`src/rtl/csr_access_unit.sv`:
```
// Zicsr read-modify-write sequencer plus ECALL/MRET handling in front of the CSR file.
// Optional macro CSR_RO_CHECK_EN rejects writes to the read-only CSR space (addr[11:10]==2'b11).
module csr_access_unit #(
  parameter logic [11:0] MEPC_ADDR   = 12'h341,
  parameter logic [11:0] MCAUSE_ADDR = 12'h342,
  parameter logic [31:0] ECALL_CAUSE = 32'd11
) (
  input  logic        clk,
  input  logic        rst,
  input  logic        req_valid,
  output logic        req_ready,
  input  logic [2:0]  req_funct3,
  input  logic [11:0] req_csr_addr,
  input  logic [4:0]  req_rs1_idx,
  input  logic [31:0] req_rs1_data,
  input  logic [31:0] req_pc,
  input  logic        req_ecall,
  input  logic        req_mret,
  output logic        csr_w_enable,
  output logic [11:0] csr_addr,
  output logic [31:0] csr_wdata,
  input  logic [31:0] csr_rdata,
  input  logic [31:0] csr_mtvec,
  input  logic [31:0] csr_mepc,
  output logic        rsp_valid,
  input  logic        rsp_ready,
  output logic [31:0] rsp_rdata,
  output logic        rsp_redirect,
  output logic [31:0] rsp_target,
  output logic        rsp_illegal
);

  typedef enum logic [2:0] {
    IDLE,
    READ,
    WRITE,
    TRAP_EPC,
    TRAP_CAUSE,
    RESP
  } state_e;

  state_e      state_q, state_d;
  logic [2:0]  funct3_q, funct3_d;
  logic [11:0] addr_q, addr_d;
  logic [4:0]  rs1_idx_q, rs1_idx_d;
  logic [31:0] rs1_data_q, rs1_data_d;
  logic [31:0] pc_q, pc_d;
  logic [31:0] new_q, new_d;
  logic [31:0] rdata_q, rdata_d;
  logic        redirect_q, redirect_d;
  logic [31:0] target_q, target_d;
  logic        illegal_q, illegal_d;

  logic        csr_we;
  logic [11:0] csr_addr_c;
  logic [31:0] csr_wdata_c;
  logic [31:0] operand;
  logic [31:0] new_val;
  logic        op_legal;
  logic        wr_needed;
  logic        ro_hit;

  // Operand and new-value datapath, evaluated against the live read data in READ.
  always_comb begin
    operand  = funct3_q[2] ? {27'b0, rs1_idx_q} : rs1_data_q;
    new_val  = 32'b0;
    op_legal = (funct3_q[1:0] != 2'b00);
    case (funct3_q[1:0])
      2'b01:   new_val = operand;
      2'b10:   new_val = csr_rdata | operand;
      2'b11:   new_val = csr_rdata & ~operand;
      default: new_val = 32'b0;
    endcase
    // Set/clear with x0/uimm=0 must not write, so side effects of a pure read are avoided.
    wr_needed = op_legal && ((funct3_q[1:0] == 2'b01) || (rs1_idx_q != 5'd0));
`ifdef CSR_RO_CHECK_EN
    ro_hit = wr_needed && (addr_q[11:10] == 2'b11);
`else
    ro_hit = 1'b0;
`endif
  end

  always_comb begin
    state_d     = state_q;
    funct3_d    = funct3_q;
    addr_d      = addr_q;
    rs1_idx_d   = rs1_idx_q;
    rs1_data_d  = rs1_data_q;
    pc_d        = pc_q;
    new_d       = new_q;
    rdata_d     = rdata_q;
    redirect_d  = redirect_q;
    target_d    = target_q;
    illegal_d   = illegal_q;
    csr_we      = 1'b0;
    csr_addr_c  = 12'b0;
    csr_wdata_c = 32'b0;
    req_ready   = 1'b0;
    rsp_valid   = 1'b0;

    case (state_q)
      IDLE: begin
        req_ready = 1'b1;
        if (req_valid) begin
          funct3_d   = req_funct3;
          addr_d     = req_csr_addr;
          rs1_idx_d  = req_rs1_idx;
          rs1_data_d = req_rs1_data;
          pc_d       = req_pc;
          rdata_d    = 32'b0;
          redirect_d = 1'b0;
          target_d   = 32'b0;
          illegal_d  = 1'b0;
          if (req_ecall) begin
            state_d = TRAP_EPC;
          end else if (req_mret) begin
            redirect_d = 1'b1;
            target_d   = csr_mepc;
            state_d    = RESP;
          end else begin
            state_d = READ;
          end
        end
      end
      READ: begin
        csr_addr_c = addr_q;
        rdata_d    = csr_rdata;
        new_d      = new_val;
        illegal_d  = !op_legal || ro_hit;
        state_d    = (wr_needed && !ro_hit) ? WRITE : RESP;
      end
      WRITE: begin
        csr_we      = 1'b1;
        csr_addr_c  = addr_q;
        csr_wdata_c = new_q;
        state_d     = RESP;
      end
      TRAP_EPC: begin
        csr_we      = 1'b1;
        csr_addr_c  = MEPC_ADDR;
        csr_wdata_c = pc_q;
        state_d     = TRAP_CAUSE;
      end
      TRAP_CAUSE: begin
        csr_we      = 1'b1;
        csr_addr_c  = MCAUSE_ADDR;
        csr_wdata_c = ECALL_CAUSE;
        redirect_d  = 1'b1;
        target_d    = csr_mtvec;
        state_d     = RESP;
      end
      RESP: begin
        rsp_valid = 1'b1;
        if (rsp_ready) begin
          state_d = IDLE;
        end
      end
      default: state_d = IDLE;
    endcase
  end

  // A write scheduled in the same cycle as reset must never reach the CSR file.
  assign csr_w_enable = csr_we & ~rst;
  assign csr_addr     = rst ? 12'b0 : csr_addr_c;
  assign csr_wdata    = rst ? 32'b0 : csr_wdata_c;

  assign rsp_rdata    = rsp_valid ? rdata_q : 32'b0;
  assign rsp_redirect = rsp_valid & redirect_q;
  assign rsp_target   = rsp_valid ? target_q : 32'b0;
  assign rsp_illegal  = rsp_valid & illegal_q;

  always_ff @(posedge clk) begin
    if (rst) begin
      state_q    <= IDLE;
      funct3_q   <= 3'b0;
      addr_q     <= 12'b0;
      rs1_idx_q  <= 5'b0;
      rs1_data_q <= 32'b0;
      pc_q       <= 32'b0;
      new_q      <= 32'b0;
      rdata_q    <= 32'b0;
      redirect_q <= 1'b0;
      target_q   <= 32'b0;
      illegal_q  <= 1'b0;
    end else begin
      state_q    <= state_d;
      funct3_q   <= funct3_d;
      addr_q     <= addr_d;
      rs1_idx_q  <= rs1_idx_d;
      rs1_data_q <= rs1_data_d;
      pc_q       <= pc_d;
      new_q      <= new_d;
      rdata_q    <= rdata_d;
      redirect_q <= redirect_d;
      target_q   <= target_d;
      illegal_q  <= illegal_d;
    end
  end

endmodule
```
`config.mk`:
```
export PLATFORM = sky130hd
export DESIGN_NAME = csr_access_unit
export DESIGN_NICKNAME = d
export VERILOG_FILES = /design/src/rtl/csr_access_unit.sv
export SDC_FILE = /design/constraint.sdc
export NUM_CORES = 1
export LEC_CHECK = 0
export ABC_AREA = 1
export ABC_CLOCK_PERIOD_IN_PS = 1600
export CAP_MARGIN = 25
export CELL_PAD_IN_SITES_DETAIL_PLACEMENT = 1
export CELL_PAD_IN_SITES_GLOBAL_PLACEMENT = 1
export CORE_MARGIN = 4
export CORE_UTILIZATION = 31
export DETAILED_ROUTE_END_ITERATION = 8
export PLACE_DENSITY = 0.78
export SYNTH_ARGS = -nofsm -noshare
export SYNTH_HDL_FRONTEND = slang
export SYNTH_SLANG_ARGS = --single-unit
export TNS_END_PERCENT = 1
```
`constraint.sdc`:
```
create_clock -name clk -period 1.6 [get_ports clk]
set_clock_uncertainty 0.05 [all_clocks]
set_input_delay 0.4 -clock clk [delete_from_list [all_inputs] [get_ports clk]]
set_output_delay 0.4 -clock clk [all_outputs]
set_load 0.1 [all_outputs]
```
==> key figures <==
Setup path
  – Crit path buffers/inverters: 3
  – Crit-path slowest cell: dfxtp_4
  – Critical path launch point type: flop
  – Worst stage delay on the critical path: 370 ps
  – Reg-to-reg slack, setup: -150 ps
  – Register-to-Register Path Depth: 10
  – Worst-path cell chain: nor2_4 -> nand2_4 -> inv_8 -> clkbuf_16 -> nand2_1 -> a21oi_4 -> buf_12
  – CP required: roughly 1200 ps
  – Crit path arrival time: about 1800 ps
  – Crit path kind: reg -> out
  – Crit Reg-Reg Endpoint: target_q[20]
  – Worst reg2reg path startpoint: state_q[2]
  – Worst-path maximum fanout: 10
  – Delay-heaviest family, CP: buffers and inverters
  – Setup crit end kind: output pin

Clock tree
  – CTS tree: yes
  – Clk Latency, worst-skew pair: 440 ps
  – CTS root buf: clkbuf_16
  – Htree depth: 4
  – Clock sink count: 185
  – Post-CTS Hold Fix Bufs: 0
  – Clock transition at path regs: 80 ps
  – TritonCTS buffer count: 17
  – Longest Clk Path Bufs: 2

Floorplanning
  – Die width: 172.4 um
  – Core area: 26350 um2
  – FP Rows: 59
  – DIE AREA: 29720 um2
  – Num ports: 299
  – Die height: 172.4 um
  – Starting Density: 0.3179

Route
  – Antenna Nets Post-Route: 0
  – Vias post-DR: 9589
  – Routed len/inst: around 20 um
  – Drt total wl: 37.38 mm
  – Drt pass-1 iters: 5
  – Starting DRT DRC Count: 566
  – Avg Vias per Cell: 5.079
  – # DRC: 0

Yosys
  – FFs w/ async S/R, synth: 0
  – Synth Flop Type: dfxtp_1
  – Syn Std Cell Area: 8377 um2
  – Cell variety after synth: 21
  – Post-synthesis register bit count: about 190
  – Area leader, netlist: dfxtp_1
  – Syn Nets: 1433
  – Count leader, synth: nand2_1
  – Avg Inst Size Synth: about 6.7 um2
  – Ys Warns: 0
  – Top cells by area, synth: dfxtp_1 (44%), nand2_1 (11%), nor2_1 (7.8%)
  – Post-synth EDFFs: 0
  – Register area share after synthesis: 0.4421
  – Mapped Cells: 1247
  – Synth top area share: 0.4421
  – Top cells by count, synth: nand2_1 (253), dfxtp_1 (185), nor2_1 (173)

GRT
  – Gr usage total: 0.2417
  – Initial antenna violation count: 7
  – Total grt overflow: 0
  – Vias in the first global route: 10210
  – Largest net degree at the start of global routing: 95
  – First-pass GRT wire length: between 50 and 60 mm

Timing
  – Minimum clock period: 2263 ps
  – Slew Viols, Final: 0
  – Fin crit share: 1.414
  – Final setup margin: -663.0 ps
  – Unrepaired setup endpoints after global routing: true
  – Final Hold Viols: 0
  – Actual slew at the worst max-slew pin: 465.6 ps
  – Worst slew margin: 0.6896
  – Final setup violation count: 199
  – Achievable Freq: approximately 440 MHz

Finish
  – Diode count: 0
  – Fill count: slightly above 3000
  – Fin nets: 1726
  – Share of layout cells above drive strength 1: 0.2434
  – Layout overhead on the synthesized area: 78.43%
  – Register Area: 3715 um2
  – Area of the multi-input gates: ~4700 um2
  – Final Util: 0.5672
  – Non-filler cells, final: 1888

Place
  – Port Buffers: about 300
  – DP Cell Count: 1852
  – GPL Wtd Cong: 0.8298
  – DP Wirelength: 27.42 mm

Min path
  – Hold endpoint: new_q[27]
  – Hold_sp: rst
  – Cell count of the worst hold path: 3
  – Hold/Removal Path Class: in -> reg

Job
  – # Max-Cap Violations: 0

Power and ir drop
  – Power Dens Cells: 1358 nW/um2
  – Worst ir drop on vdd: 706.6 uV
  – P_leak: 5.394 nW

Outcome
  – Failing checks: negative setup slack
  – Status: complete, but fails checks
## placed cells by master, fill, tap and decap left out, types with 2 or more instances in the layout
cell type	instances
buf_4	39
buf_12	132
nor3_4	7
o21ai_2	3
nand3_2	3
a21oi_2	4
inv_6	5
clkinvlp_4	2
nand2_1	235
clkbuf_16	18
buf_16	2
nand2_2	15
a31oi_1	40
o211ai_1	18
nor2_4	39
inv_8	7
nor2_1	104
dfxtp_1	182
o21ai_1	62
a21oi_1	89
clkdlybuf4s50_1	184
nor2_2	34
buf_6	9
inv_4	4
a21oi_4	33
clkinv_2	2
inv_2	5
clkinv_8	4
nand2_4	4
nand3_1	70
o21ai_0	63
a21o_1	4
inv_1	123
nand3_4	2
dfxtp_4	3
## kinds of logic after synthesis
group | Yosys count | synth area share
AND/OR/NAND/NOR | 513 | 0.2442
AO/OA/AOI/OAI | 318 | 0.2028
buffers and inverters | 231 | 0.1108
flip-flops | 185 | 0.4421
## worst max-delay path by stage
stage	from	slack, ps	to	cells after the start
after floorplan	state_q[0]	-640	csr_addr[10]	4
after global placement	req_valid	-370	rdata_q[17]	6
after detailed placement	req_valid	-490	rdata_q[0]	6
after CTS	state_q[2]	-680	csr_addr[8]	7
after global routing	state_q[2]	-730	csr_wdata[10]	7
final	state_q[2]	-660	csr_wdata[8]	7
## flip-flops by register name (all words and copies together), names as in the netlist
signal,count
addr_q,12
funct3_q,3
illegal_q,1
new_q,32
pc_q,32
rdata_q,32
redirect_q,1
rs1_data_q,32
rs1_idx_q,5
state_q,3
target_q,32
## layout make-up
cell class              count  share of cell area
repair buffers            368              0.3327
clock inverters            15             0.01138
inverters                 137             0.03667
multi-input cells         831              0.3142
well taps                 335             0.02804
flip-flops and latches    185              0.2485
clock buffers              17             0.02846
## metrics by stage
stage          hold WS [ps]  setup TNS (ps)  setup WS [ps]  instance area (um2)  power [mW]
2_1_floorplan         374.4          -61170         -641.0                 9158       11.67
3_3_place_gp          389.0          -57730         -370.1                14000       15.02
3_5_place_dp          396.8          -70930         -488.9                14000       15.35
4_1_cts               336.8          -67600         -677.7                14780       19.99
5_1_grt               356.0          -88080         -734.1                14950       21.45
6_report              346.8          -71260         -663.0                14950       20.30
## timing repair
item,in CTS,in global routing
gates cloned,1,1
pin swaps,10,22
setup endpoints to repair,215,271
buffers inserted,2,0
resized for setup,50,99
## where the power goes
part / internal, mW / total [mW] / switching [mW]
registers: 5.88 / 6.66 / 0.779
logic: 3.51 / 9.35 / 5.84
clock network: 2.12 / 4.30 / 2.18
## metal layers
layer | GRT usage | vias to the layer above | wire [um]
met5 | 0 | - | 82
met4 | 0.08305 | 14 | 1044
met3 | 0.07042 | 68 | 2804
met2 | 0.4286 | 294 | 18620
met1 | 0.2776 | 4610 | 14830
li1 | - | 4603 | -
## worst reg2reg max path, delay by kind of cell (launching register included)
family        cells  cell delay, ps
simple gates      6             700
buf+inv           4             590
flops             1             370
Power figures use the tool's default switching activity.
==> variant (same settings) <==
Make the reset (`rst`) asynchronous in one clocked block.
--- a/src/rtl/csr_access_unit.sv
+++ b/src/rtl/csr_access_unit.sv
@@ -170,5 +170,5 @@
   assign rsp_illegal  = rsp_valid & illegal_q;
 
-  always_ff @(posedge clk) begin
+  always_ff @(posedge clk or posedge rst) begin
     if (rst) begin
       state_q    <= IDLE;
Behaviour: differs if rst is asserted again (counterexample within 4 cycles, from zero or initial values and one cycle with rst high); with rst held inactive, the same outputs for 4 cycles.
==> variant against the unedited design <==
Design area grew 2.7%; largest power group unchanged; power grew 46%; largest cell class unchanged; the flow still finishes with violations (setup timing); count of clock-buffer cells in the layout is the same; sequential cell count is the same; critical path depth is the same; combinational power grew 84%; routed wire length grew 4.3%; highest routed layer unchanged; worst setup slack lost 0.12 ns; area after synthesis grew 6.8%.
==> variant: results (changes against the unedited design) <==
yosys:
  synthFlopType: "dfrtp_1"
  synth_area_leaders: "dfrtp_1 (52%), nand2_1 (18%), inv_1 (5.9%)"
  ys_seq_area_frac: 0.518  # +0.0755
  synth-async-reset-ratio: 1.00  # +1.00
critical_path:
  endpoint: "csr_wdata[30]"
timing:
  setup_viol: 234  # +18%
  setup_slack_ns: -0.787  # -0.124 ns
  fin_hold_ws_ns: 0.280  # -0.0665 ns
place:
  dp_slack_ns: -0.409  # +0.0796 ns
  dp_hpwl_um: 27200  # -0.76%
  place.gp.congestion: 0.834  # +0.52%
  placedCellCount: 1883  # +1.7%
  dpl_cell_area_sq_um: 14000  # -0.20%
power_and_ir_drop:
  p_sw_frac: 0.495  # +0.0613
  vdd_drop_max_mv: 1.07  # +52%
finish:
  fin_nets: 1717  # -0.52%
  fillers: 3225  # +6.1%
  drive_gt1_frac: 0.241  # -0.00247
global_route:
  grt_pass1_wl_um: 59100  # +5.6%
  grt_max_degree: 121  # +27%
drt:
  vias: 9516  # -0.76%
  first_iter_violations: 592  # +4.6%
run_status:
  status: "finished, violations left"
  violations: "setup timing"
hold_path:
  hold_path_class: "in2async"
## variant: changes by cell type after synthesis, sizes merged, moves of 10 or more
cell	before	now
dfrtp	0	185
dfxtp	185	0
nand2	254	438
a21oi	126	51
nor2	177	113
o21ai	128	72
a31oi	40	0
clkbuf	54	25
o22ai	2	31
o211ai	18	2
nand3	75	85
## variant: kinds of logic after synthesis
group	synth area share
AOI/OAI and AO/OA	0.0930
buffers and inverters	0.0986
DFF	0.518
and+or+nand+nor	0.291
## variant: metal layers
metal  global-route usage  wire (um)
met2                0.436      20200
met4               0.0964       1440
met5                    0         24
met1                0.270      14800
met3               0.0663       2610
## variant: critical path, delay by kind of cell, from the launching register on
family | cells | cell delay (ns)
buffers and inverters | 4 | 0.61
flip-flops | 1 | 0.43
AO/OA/AOI/OAI | 1 | 0.23
AND/OR/NAND/NOR | 2 | 0.21
## variant: area by class of cell
type	instances	area [sq um]	area share
repair buffers	374	5050	0.329
flip-flops and latches	185	4630	0.302
multi-input cells	809	4030	0.262
inverters	144	564	0.0368
well taps	378	473	0.0308
clock buffers	17	425	0.0277
clock inverters	15	174	0.0113
diodes	3	7.51	0.000489
## variant: repair_timing
action | CTS | global route
setup endpoints to repair | 282 | 261
cloned | 2 | 4
pin swaps | 0 | 9
buffers inserted | 1 | 0
gates resized for setup | 138 | 57
## variant: power groups by stage
stage          clock, mW  combinational, mW  sequential [mW]
3_5_place_dp           0               15.7             8.12
2_1_floorplan          0               9.70             7.58
4_1_cts             4.41               16.6             8.08
5_1_grt             4.63               18.5             8.32
3_3_place_gp           0               15.2             8.01
6_report            4.35               17.2             8.11
